### config.mk
export PLATFORM = sky130hd
export DESIGN_NAME = lcd_hd44780_responder
export DESIGN_NICKNAME = d
export VERILOG_FILES = /design/src/rtl/lcd_pkg.sv /design/src/rtl/lcd_bus_sync.sv /design/src/rtl/lcd_hd44780_responder.sv
export SDC_FILE = /design/constraint.sdc
export NUM_CORES = 1
export LEC_CHECK = 0
export ABC_AREA = 1
export CORE_AREA = 2 2 256 258
export DETAILED_ROUTE_END_ITERATION = 10
export DIE_AREA = 0 0 258 260
export PLACE_DENSITY = 0.35
export SLEW_MARGIN = 20
export SYNTH_ARGS = -nofsm -noshare
export SYNTH_HDL_FRONTEND = slang
export SYNTH_SLANG_ARGS = --single-unit
### constraint.sdc
create_clock -name clk -period 3.85 [get_ports clk]
set_input_delay 0.5775 -clock clk [delete_from_list [all_inputs] [get_ports clk]]
set_output_delay 0.5775 -clock clk [all_outputs]
set_load 0.02 [all_outputs]
### src/rtl/lcd_pkg.sv
// Shared definitions for the HD44780-style display responder: instruction
// codes, bus sample layout, FSM encoding and the instruction classifier.
package lcd_pkg;

  localparam logic [7:0] CMD_CLEAR   = 8'h01;
  localparam logic [7:0] CMD_HOME    = 8'h02;
  localparam logic [7:0] CMD_ENTRY   = 8'h04;
  localparam logic [7:0] CMD_DISPLAY = 8'h08;
  localparam logic [7:0] CMD_SHIFT   = 8'h10;
  localparam logic [7:0] CMD_FUNC    = 8'h20;
  localparam logic [7:0] CMD_CGRAM   = 8'h40;
  localparam logic [7:0] CMD_DDRAM   = 8'h80;

  localparam logic [7:0] CHAR_SPACE = 8'h20;

  localparam logic [1:0] ST_IDLE     = 2'd0;
  localparam logic [1:0] ST_CLEARING = 2'd1;
  localparam logic [1:0] ST_BUSY     = 2'd2;

  typedef enum logic [3:0] {
    K_NOP, K_CLEAR, K_HOME, K_ENTRY, K_DISPLAY,
    K_SHIFT, K_FUNC, K_CGRAM, K_DDRAM
  } cmd_kind_e;

  typedef struct packed {
    logic       rs;
    logic       rw;
    logic       en;
    logic [7:0] data;
  } bus_t;

  // The instruction is identified by its most significant set bit.
  function automatic cmd_kind_e decode_cmd(input logic [7:0] c);
    cmd_kind_e k;
    if      (|(c & CMD_DDRAM))   k = K_DDRAM;
    else if (|(c & CMD_CGRAM))   k = K_CGRAM;
    else if (|(c & CMD_FUNC))    k = K_FUNC;
    else if (|(c & CMD_SHIFT))   k = K_SHIFT;
    else if (|(c & CMD_DISPLAY)) k = K_DISPLAY;
    else if (|(c & CMD_ENTRY))   k = K_ENTRY;
    else if (|(c & CMD_HOME))    k = K_HOME;
    else if (|(c & CMD_CLEAR))   k = K_CLEAR;
    else                         k = K_NOP;
    return k;
  endfunction

endpackage

### src/rtl/lcd_bus_sync.sv
// Brings the asynchronous LCD bus into the clk domain and flags the
// falling edge of en, with operands taken from the oldest stage.
module lcd_bus_sync
  import lcd_pkg::*;
(
  input  logic       clk,
  input  logic       reset,
  input  logic       rs,
  input  logic       rw,
  input  logic       en,
  input  logic [7:0] data_in,
  output bus_t       bus_q,
  output logic       strobe
);

  bus_t s1_reg, s2_reg, s3_reg;

  always_ff @(posedge clk or negedge reset) begin
    if (!reset) begin
      s1_reg <= '0;
      s2_reg <= '0;
      s3_reg <= '0;
    end else begin
      s1_reg <= {rs, rw, en, data_in};
      s2_reg <= s1_reg;
      s3_reg <= s2_reg;
    end
  end

  assign bus_q  = s3_reg;
  assign strobe = !s2_reg.en && s3_reg.en;

endmodule

### src/rtl/lcd_hd44780_responder.sv
// Display-side model of an 8-bit HD44780 bus: instruction decode, DDRAM
// buffer with scan port, cursor/entry state, busy timing and bus read-back.
module lcd_hd44780_responder
  import lcd_pkg::*;
#(
  parameter  int DDRAM_DEPTH  = 32,
  parameter  int BUSY_CYCLES  = 40,
  parameter  int CLEAR_CYCLES = 1600,
  localparam int AW           = $clog2(DDRAM_DEPTH)
) (
  input  logic          clk,
  input  logic          reset,
  input  logic          rs,
  input  logic          rw,
  input  logic          en,
  input  logic [7:0]    data_in,
  output logic [7:0]    data_out,
  output logic          data_oe,
  input  logic [AW-1:0] rd_addr,
  output logic [7:0]    rd_char,
  output logic [AW-1:0] cursor_addr,
  output logic          display_on,
  output logic          cursor_on,
  output logic          busy,
  output logic          protocol_err
);

  localparam int CMAX = (CLEAR_CYCLES > BUSY_CYCLES) ? CLEAR_CYCLES : BUSY_CYCLES;
  localparam int CW   = $clog2(CMAX + 1);

  localparam logic [CW-1:0] LOAD_BUSY  = CW'(BUSY_CYCLES - 1);
  localparam logic [CW-1:0] LOAD_HOME  = CW'(CLEAR_CYCLES - 1);
  localparam logic [CW-1:0] LOAD_CLEAR = CW'(CLEAR_CYCLES - DDRAM_DEPTH);
  localparam logic [AW-1:0] IDX_LAST   = AW'(DDRAM_DEPTH - 1);

  bus_t      bus;
  logic      strobe;
  cmd_kind_e kind;

  logic [1:0]    state_reg, state_next;
  logic [CW-1:0] count_reg, count_next;
  logic [AW-1:0] idx_reg, idx_next;
  logic [AW-1:0] cursor_reg, cursor_next;
  logic          incr_reg, incr_next;
  logic          disp_reg, disp_next;
  logic          curs_on_reg, curs_on_next;
  logic          err_reg, err_next;
  logic          busy_reg;
  logic [7:0]    data_out_reg;
  logic          data_oe_reg;
  logic [7:0]    rd_char_reg;

  logic          we;
  logic [AW-1:0] waddr;
  logic [7:0]    wdata;
  logic [7:0]    mem [DDRAM_DEPTH];

  lcd_bus_sync u_sync (
    .clk     (clk),
    .reset   (reset),
    .rs      (rs),
    .rw      (rw),
    .en      (en),
    .data_in (data_in),
    .bus_q   (bus),
    .strobe  (strobe)
  );

  assign kind = decode_cmd(bus.data);

  function automatic logic [AW-1:0] step(input logic [AW-1:0] a, input logic up);
    return up ? a + AW'(1) : a - AW'(1);
  endfunction

  always_comb begin
    state_next   = state_reg;
    count_next   = count_reg;
    idx_next     = idx_reg;
    cursor_next  = cursor_reg;
    incr_next    = incr_reg;
    disp_next    = disp_reg;
    curs_on_next = curs_on_reg;
    err_next     = 1'b0;
    we           = 1'b0;
    waddr        = cursor_reg;
    wdata        = bus.data;

    case (state_reg)
      ST_CLEARING: begin
        we    = 1'b1;
        waddr = idx_reg;
        wdata = CHAR_SPACE;
        if (idx_reg == IDX_LAST) begin
          state_next = ST_BUSY;
          count_next = LOAD_CLEAR;
        end else begin
          idx_next = idx_reg + AW'(1);
        end
      end
      ST_BUSY: begin
        if (count_reg == '0) state_next = ST_IDLE;
        else                 count_next = count_reg - CW'(1);
      end
      default: ;
    endcase

    // Status reads never touch state; everything else needs an idle controller.
    if (strobe && !(bus.rw && !bus.rs)) begin
      if (state_reg != ST_IDLE) begin
        err_next = 1'b1;
      end else begin
        state_next = ST_BUSY;
        count_next = LOAD_BUSY;
        if (bus.rw) begin
          cursor_next = step(cursor_reg, incr_reg);
        end else if (bus.rs) begin
          we          = 1'b1;
          waddr       = cursor_reg;
          wdata       = bus.data;
          cursor_next = step(cursor_reg, incr_reg);
        end else begin
          case (kind)
            K_CLEAR: begin
              state_next  = ST_CLEARING;
              idx_next    = '0;
              cursor_next = '0;
              incr_next   = 1'b1;
            end
            K_HOME: begin
              cursor_next = '0;
              count_next  = LOAD_HOME;
            end
            K_ENTRY:   incr_next = bus.data[1];
            K_DISPLAY: begin
              disp_next    = bus.data[2];
              curs_on_next = bus.data[1];
            end
            K_SHIFT: begin
              if (!bus.data[3]) cursor_next = step(cursor_reg, bus.data[2]);
            end
            K_DDRAM:   cursor_next = bus.data[AW-1:0];
            default: ;
          endcase
        end
      end
    end
  end

  always_ff @(posedge clk or negedge reset) begin
    if (!reset) begin
      state_reg    <= ST_CLEARING;
      count_reg    <= '0;
      idx_reg      <= '0;
      cursor_reg   <= '0;
      incr_reg     <= 1'b1;
      disp_reg     <= 1'b0;
      curs_on_reg  <= 1'b0;
      err_reg      <= 1'b0;
      busy_reg     <= 1'b1;
      data_out_reg <= '0;
      data_oe_reg  <= 1'b0;
      rd_char_reg  <= '0;
    end else begin
      state_reg    <= state_next;
      count_reg    <= count_next;
      idx_reg      <= idx_next;
      cursor_reg   <= cursor_next;
      incr_reg     <= incr_next;
      disp_reg     <= disp_next;
      curs_on_reg  <= curs_on_next;
      err_reg      <= err_next;
      busy_reg     <= (state_next != ST_IDLE);
      data_out_reg <= bus.rs ? mem[cursor_reg] : {busy_reg, 7'(cursor_reg)};
      data_oe_reg  <= bus.en && bus.rw;
      rd_char_reg  <= mem[rd_addr];
    end
  end

  always_ff @(posedge clk) begin
    if (we) mem[waddr] <= wdata;
  end

  assign data_out     = data_out_reg;
  assign data_oe      = data_oe_reg;
  assign rd_char      = rd_char_reg;
  assign cursor_addr  = cursor_reg;
  assign display_on   = disp_reg;
  assign cursor_on    = curs_on_reg;
  assign busy         = busy_reg;
  assign protocol_err = err_reg;

endmodule

==> results of run 1 <==
==> Yosys cell counts (9+ instances only) <==
cell | number | area share [%]
clkbuf_1 | 87 | 2.0
nand3_1 | 96 | 3.0
a21oi_1 | 36 | 1.1
o22ai_1 | 39 | 1.5
edfxtp_1 | 256 | 48
buf_2 | 10 | 0.31
inv_1 | 73 | 1.7
nor2_1 | 326 | 7.7
nand2_1 | 179 | 4.2
o21ai_0 | 281 | 8.8
o211ai_1 | 31 | 1.5
buf_1 | 9 | 0.21
dfrtp_1 | 75 | 12
o221ai_1 | 55 | 3.0
==> power groups by stage <==
stage                     combinational (µW)  clock [µW]  sequential, µW
after detailed placement                4100           0            4330
after CTS                               4120        4140            4250
after floorplan                         2370           0            4310
after global routing                    4470        4270            4270
final                                   4090        4010            4250
after global placement                  4120           0            4330
==> logic make-up after synthesis <==
family | after synthesis
AOI/OAI and AO/OA | 457
xor gates and xnor gates | 10
adders and majority gates | 7
buffers and inverters | 189
DFF | 334
muxes | 2
and+or+nand+nor | 646
==> routing by layer <==
| layer | vias up | GRT usage (%) | wire length (µm) |
|---|---|---|---|
| met2 | 464 | 29.6 | 28400 |
| li1 | 5936 | - | - |
| met1 | 6433 | 23.8 | 26900 |
| met4 | 0 | 8.51 | 2700 |
| met5 | - | 0 | 0 |
| met3 | 129 | 2.50 | 3120 |
==> through the flow <==
stage          cell area (µm²)  setup WS (ns)  util (%)
6_report                 19100          0.905      29.7
5_1_grt                  19100          0.617      29.7
4_1_cts                  19100          0.856      29.7
3_5_place_dp             17700          0.878      27.6
3_3_place_gp             17700          0.890      27.6
2_1_floorplan            16000           1.38         -
==> worst min path at each step <==
| stage | startpoint | end | slack [ns] |
|---|---|---|---|
| after detailed placement | u_sync.s1_reg[5] | u_sync.s2_reg[5] | 0.34 |
| final | reset | u_sync.s2_reg[1] | 0.05 |
| after global placement | u_sync.s2_reg[1] | u_sync.bus_q[1] | 0.33 |
| after global routing | reset | u_sync.s2_reg[1] | 0.09 |
| after CTS | reset | u_sync.s2_reg[1] | 0.20 |
| after floorplan | reset | count_reg[0] | 0.28 |
==> final cells by class <==
cell class              count  area [µm²]  share of cell area [%]
multi-input cells        1122        5620                    29.5
flip-flops and latches    334        9650                    50.6
clock buffers              59        1230                    6.44
inverters                  82         315                    1.65
well taps                 855        1070                    5.61
clock inverters            17         160                   0.840
repair buffers            112        1030                    5.40
==> impl_results.rst, run 1 <==
.. list-table::
   :header-rows: 1

   * - Metric
     - Value
   * - Async set-reset flop share out of synthesis
     - 23.4%
   * - Number of optimization iterations in the first detailed-route pass
     - 8
   * - Maximum cell stage delay along the critical path
     - 0.73 ns
   * - PortBufs
     - 43
   * - Number of design rule violations left after detail routing
     - 0
   * - Fmax
     - 0.340 GHz
   * - Area inside the core boundary
     - 64,100 µm²
   * - Top Ports
     - 44
   * - Final Hold Vio Count
     - 0
   * - Largest register FFs
     - 256
   * - Global-route wire length before repair
     - 88.8 mm
   * - Die Width
     - 258 µm
   * - Mux cell area share after synthesis
     - 0.125%
   * - Static leakage
     - 0.00691 µW
   * - Internal cell power
     - 7730 µW
   * - Most frequently used flop master after synthesis
     - edfxtp_1
   * - Hold bufs inserted after CTS
     - 0
   * - Layout filler cell count
     - 6,590
   * - Data required time at the worst endpoint
     - 4.04 ns
   * - Routed len/inst
     - 23.7 µm
   * - Die area
     - 67,100 µm²
   * - Switching share of power
     - 37.5%
   * - Number of distinct library cell variants in the gate-level netlist after synthesis
     - 47
   * - Via count of the first global-routing pass
     - 13,000
   * - Net count of the mapped netlist
     - 1,670
   * - Fin crit period
     - 2.95 ns
   * - Vias
     - 13,000
   * - Part of the total power dissipated in combinational logic
     - 33.1%
   * - Final-report max-slew violation count
     - 0
   * - Initial Utilization
     - 24.9%
   * - Crit path top cell by count
     - nand2_4
   * - Area growth, synth to finish
     - 19.3%
   * - Bufs and invs on worst path
     - 1
   * - Total power density per cell area
     - 648 nW/µm²
   * - Register clock-pin slew on the reported worst setup and hold paths
     - 0.06 ns
   * - Largest family of logic cells by synthesized area
     - simple AND/OR/NAND/NOR gates
   * - Number of enable flip-flop cells after synthesis
     - 256
   * - Cell Chain, Critical Path
     - inv_2, nand2_4, nand3b_4, nor2_8, nand2_4, nand2_4, nor2_1, a21oi_4, nand3_2, nor2_1
   * - Antenna-violating nets left
     - 0
   * - Number of buffers on the longest clock path
     - 3
   * - Launching instance or port of the critical path
     - u_sync.bus_q[10]
   * - Dpl cells
     - 2,505
   * - Number of flip-flops and latches in the synthesized netlist
     - 334
   * - Final Wtd Congestion
     - 0.795
   * - Final Power
     - 12,400 µW
   * - Number of violations reported at the end of detailed-routing iteration 0
     - 1,089
   * - Peak supply drop
     - 0.316 mV
   * - Number of gates resized after CTS
     - 0
   * - Total routing resource utilization after global routing
     - 18.1%
   * - Synthesized area per cell
     - 9.72 µm²
   * - Adder-Cell Fraction of Synth Area
     - 0.548%
   * - Net total in the final layout
     - 1,719
   * - Crit share post-route
     - 76.5%
   * - Critical path launch point type
     - register
   * - Total of endpoints with negative setup slack in the final report
     - 0
   * - Instance count of the mapped netlist
     - 1,645
   * - Commonest non-fill, non-tap cells in the layout
     - 319 x nor2_1, 281 x o21ai_0, 256 x edfxtp_1, 179 x nand2_1, 96 x nand3_1
   * - Via-to-Cell Ratio
     - 5.02
   * - Final wirelength
     - 61.0 mm
   * - Data arrival time of the critical path
     - 3.13 ns
   * - Destination of the critical timing path
     - mem[27][3]
   * - Clock tree from TritonCTS
     - done
   * - Switching component of the power
     - 4630 µW
   * - Total clock buffers created by CTS
     - 42
   * - Final Hold Slack
     - 0.0462 ns
   * - Most flops, register
     - mem
   * - Most common cell after layout, fill and taps aside
     - nor2_1
   * - Critical path depth in cells
     - 10
   * - Max Cap Violations
     - 0
   * - Antenna diode instance count
     - 0
   * - Number of buffers added for setup after CTS
     - 0
   * - Crit path max-delay cell type
     - nor2_1
   * - Maximum number of pins on one net before global-route repair
     - 87
   * - Count of clock tree sinks
     - 334
   * - Unrepaired setup endpoints after global routing
     - no
   * - RR Startpoint
     - u_sync.bus_q[10]
   * - Max H-tree Level
     - 2
   * - FF-to-FF setup slack
     - 0.90 ns
   * - Relative contribution of sequential cells to total power
     - 34.4%
   * - Fraction of layout instances using a drive strength above 1
     - 10.8%
   * - Total global routing overflow
     - 0
   * - Number of standard-cell rows in the floorplan
     - 93
   * - Fraction of the yosys area taken by sequential cells
     - 60.3%
   * - Clock Skews
     - 0.0256 ns
   * - Xor and xnor fraction of the mapped netlist area
     - 0.548%
   * - Outcome
     - finished clean
   * - Number of antenna violations at the first check in global routing
     - 0
   * - Slew at the pin closest to its max-slew limit
     - 1.06 ns
   * - Kind of cell with the highest combined delay on the critical path
     - simple AND/OR/NAND/NOR gates
   * - Die Y-Extent
     - 260 µm
   * - Yosys warnings
     - 0
   * - Reg2reg path depth
     - 10
   * - Endpoint of the worst register-to-register path
     - mem[27][3]
   * - Worst slew slack as a fraction of its limit
     - 29.3%
   * - Worst skew pair latency
     - 0.58 ns
   * - Fin cells
     - 2,581
   * - Simple-gate portion of the synthesized area
     - 17.1%
   * - Peak fanout along the critical path
     - 12
   * - Final total negative setup slack
     - 0 ns
   * - Netlist Area Pre-Place
     - 16,000 µm²
   * - Placed wire-length estimate
     - 38.8 mm
   * - Endpoint class of the critical path
     - register
   * - Root buf cell
     - clkbuf_16
   * - Worst hold path type
     - input port to asynchronous set/reset pin
   * - Area fraction in compound gates after synthesis
     - 16.8%
   * - Critical setup path kind
     - register to register
   * - Clock group share of total power
     - 32.4%
Power figures use the tool's default switching activity.
==> run 2: changes to the inputs <==
==> constraint.sdc (replaced) <==
create_clock -name clk -period 2.91 [get_ports clk]
set_input_delay 0.4365 -clock clk [delete_from_list [all_inputs] [get_ports clk]]
set_output_delay 0.4365 -clock clk [all_outputs]
set_load 0.02 [all_outputs]
==> impl_results.rst, run 2 (synthesized netlist as in run 1, its figures left out) <==
.. list-table::
   :header-rows: 1

   * - Metric
     - Value
   * - Outcome
     - finished clean
   * - Final Hold Vio Count
     - 0
   * - Launching instance or port of the critical path
     - state_reg[0]
   * - Maximum cell stage delay along the critical path
     - 0.54 ns
   * - Critical setup path kind
     - register to register
   * - PortBufs
     - 43
   * - Clock tree from TritonCTS
     - done
   * - Total routing resource utilization after global routing
     - 18.6%
   * - Clock Skews
     - 0.0121 ns
   * - Fin crit period
     - 2.62 ns
   * - Antenna diode instance count
     - 0
   * - Worst hold path type
     - input port to register
   * - Flip-flop and latch area
     - 9650 µm²
   * - Max H-tree Level
     - 2
   * - Kind of cell with the highest combined delay on the critical path
     - simple AND/OR/NAND/NOR gates
   * - Slew at the pin closest to its max-slew limit
     - 0.607 ns
   * - Root buf cell
     - clkbuf_16
   * - Worst skew pair latency
     - 0.57 ns
   * - Commonest non-fill, non-tap cells in the layout
     - 319 x nor2_1, 281 x o21ai_0, 256 x edfxtp_1, 179 x nand2_1, 96 x nand3_1
   * - Largest register FFs
     - 256
   * - Peak supply drop
     - 0.353 mV
   * - Post-Place Cell Area
     - 17,900 µm²
   * - Maximum number of pins on one net before global-route repair
     - 100
   * - Net total in the final layout
     - 1,734
   * - Total of endpoints with negative setup slack in the final report
     - 0
   * - Fraction of layout instances using a drive strength above 1
     - 11.8%
   * - Internal cell power
     - 10,500 µW
   * - Switching component of the power
     - 6160 µW
   * - Fmax
     - 0.382 GHz
   * - Layout filler cell count
     - 6,603
   * - Critical path launch point type
     - register
   * - Number of antenna violations at the first check in global routing
     - 2
   * - Final wirelength
     - 62.7 mm
   * - Data arrival time of the critical path
     - 2.90 ns
   * - Count of clock tree sinks
     - 334
   * - Max Cap Violations
     - 0
   * - Global-route wire length before repair
     - 90.6 mm
   * - Area growth, synth to finish
     - 21.2%
   * - Relative contribution of sequential cells to total power
     - 33.2%
   * - Number of standard-cell rows in the floorplan
     - 93
   * - Area inside the core boundary
     - 64,100 µm²
   * - Crit path top cell by count
     - inv_1
   * - Peak fanout along the critical path
     - 6
   * - Most common cell after layout, fill and taps aside
     - nor2_1
   * - Static leakage
     - 0.00705 µW
   * - Endpoint class of the critical path
     - register
   * - Number of violations reported at the end of detailed-routing iteration 0
     - 1,232
   * - RR Startpoint
     - state_reg[0]
   * - Number of buffers on the longest clock path
     - 3
   * - Via count of the first global-routing pass
     - 12,900
   * - Clock group share of total power
     - 33.4%
   * - Initial Utilization
     - 24.9%
   * - Cell Chain, Critical Path
     - inv_1, ha_1, inv_1, nor2_8, nand2_4, nand2_4, nor2_1, a21oi_4, inv_1, nand3_2, buf_4, nor2_1, buf_4
   * - Most flops, register
     - mem
   * - Top Ports
     - 44
   * - Crit share post-route
     - 89.9%
   * - Die Y-Extent
     - 260 µm
   * - Crit path max-delay cell type
     - dfstp_2
   * - Source of the worst hold timing path
     - data_in[1]
   * - Bufs and invs on worst path
     - 5
   * - Area of the multi-input gates
     - 5630 µm²
   * - Switching share of power
     - 37.0%
   * - Unrepaired setup endpoints after global routing
     - no
   * - Placed wire-length estimate
     - 40.3 mm
   * - Final total negative setup slack
     - 0 ns
   * - Area of all placed cells without fillers
     - 19,400 µm²
   * - Die area
     - 67,100 µm²
   * - Part of the total power dissipated in combinational logic
     - 33.4%
   * - Worst slew slack as a fraction of its limit
     - 59.5%
   * - Final Wtd Congestion
     - 0.805
   * - Antenna-violating nets left
     - 0
   * - Total global routing overflow
     - 0
   * - Number of buffers added for setup after CTS
     - 0
   * - Routed len/inst
     - 24.2 µm
   * - Number of optimization iterations in the first detailed-route pass
     - 6
   * - Total power density per cell area
     - 859 nW/µm²
   * - Total clock buffers created by CTS
     - 42
   * - Number of design rule violations left after detail routing
     - 0
   * - Via-to-Cell Ratio
     - 5.02
   * - Vias
     - 13,000
   * - Final-report max-slew violation count
     - 0
   * - Final Hold Slack
     - 0.309 ns
   * - Die Width
     - 258 µm
   * - Register clock-pin slew on the reported worst setup and hold paths
     - 0.06 ns
   * - Data required time at the worst endpoint
     - 3.19 ns
==> run 2: cell types whose count changed in the layout (fill, tap and decap cells not counted), moves of 2 or more <==
| cell | before | now |
|---|---|---|
| clkinv_2 | 12 | 9 |
| buf_4 | 63 | 70 |
| bufinv_16 | 3 | 5 |
| clkinvlp_4 | 0 | 3 |
| buf_12 | 7 | 15 |
| clkbuf_1 | 9 | 5 |
==> run 2: final timing paths <==
kind	to	slack, ns	cells past startpoint
worst min-delay path	u_sync.s1_reg[1]	0.31	1
max in group asynchronous	incr_reg	1.85	3
min in group asynchronous	u_sync.s1_reg[4]	0.35	2
worst min register to register	u_sync.bus_q[4]	0.35	0
worst max-delay path	mem[25][1]	0.29	13
worst max register to register	mem[25][1]	0.29	13
==> run 2: through the flow <==
stage / setup WS [ns] / instances / total power (µW) / utilization [%]
floorplan: 0.436 / 1645 / 8840 / -
global placement: 0.120 / 2519 / 11200 / 27.9
detailed placement: 0.143 / 2519 / 11200 / 27.9
CTS: 0.115 / 2597 / 16900 / 30.2
global route: 0.120 / 2597 / 17500 / 30.2
finish: 0.293 / 2597 / 16600 / 30.2
==> run 2: repair_timing <==
| item | CTS | global route |
|---|---|---|
| hold endpoints to repair | 25 | 0 |
| resized for setup | 0 | 1 |
| hold buffers | 1 | 0 |
| endpoints found under the setup margin | 0 | 24 |
==> run 2: power by group through the flow <==
stage          combinational, µW  sequential, µW  clock, µW
6_report                    5560            5520       5550
5_1_grt                     6060            5550       5890
4_1_cts                     5610            5520       5720
3_5_place_dp                5590            5620          0
3_3_place_gp                5600            5620          0
2_1_floorplan               3140            5700          0
==> run 2: layout make-up <==
class | instances | area share [%]
Clock inverter | 21 | 1.22
Multi-Input combinational cell | 1122 | 29.0
Sequential cell | 334 | 49.8
Clock buffer | 56 | 6.39
Timing Repair Buffer | 127 | 6.41
Tap cell | 855 | 5.52
Inverter | 82 | 1.62
==> run 2: metal layers <==
layer | wire, µm | track usage (%)
met5 | 0 | 0
met1 | 27600 | 24.5
met2 | 29800 | 30.9
met3 | 3120 | 2.50
met4 | 2240 | 7.34
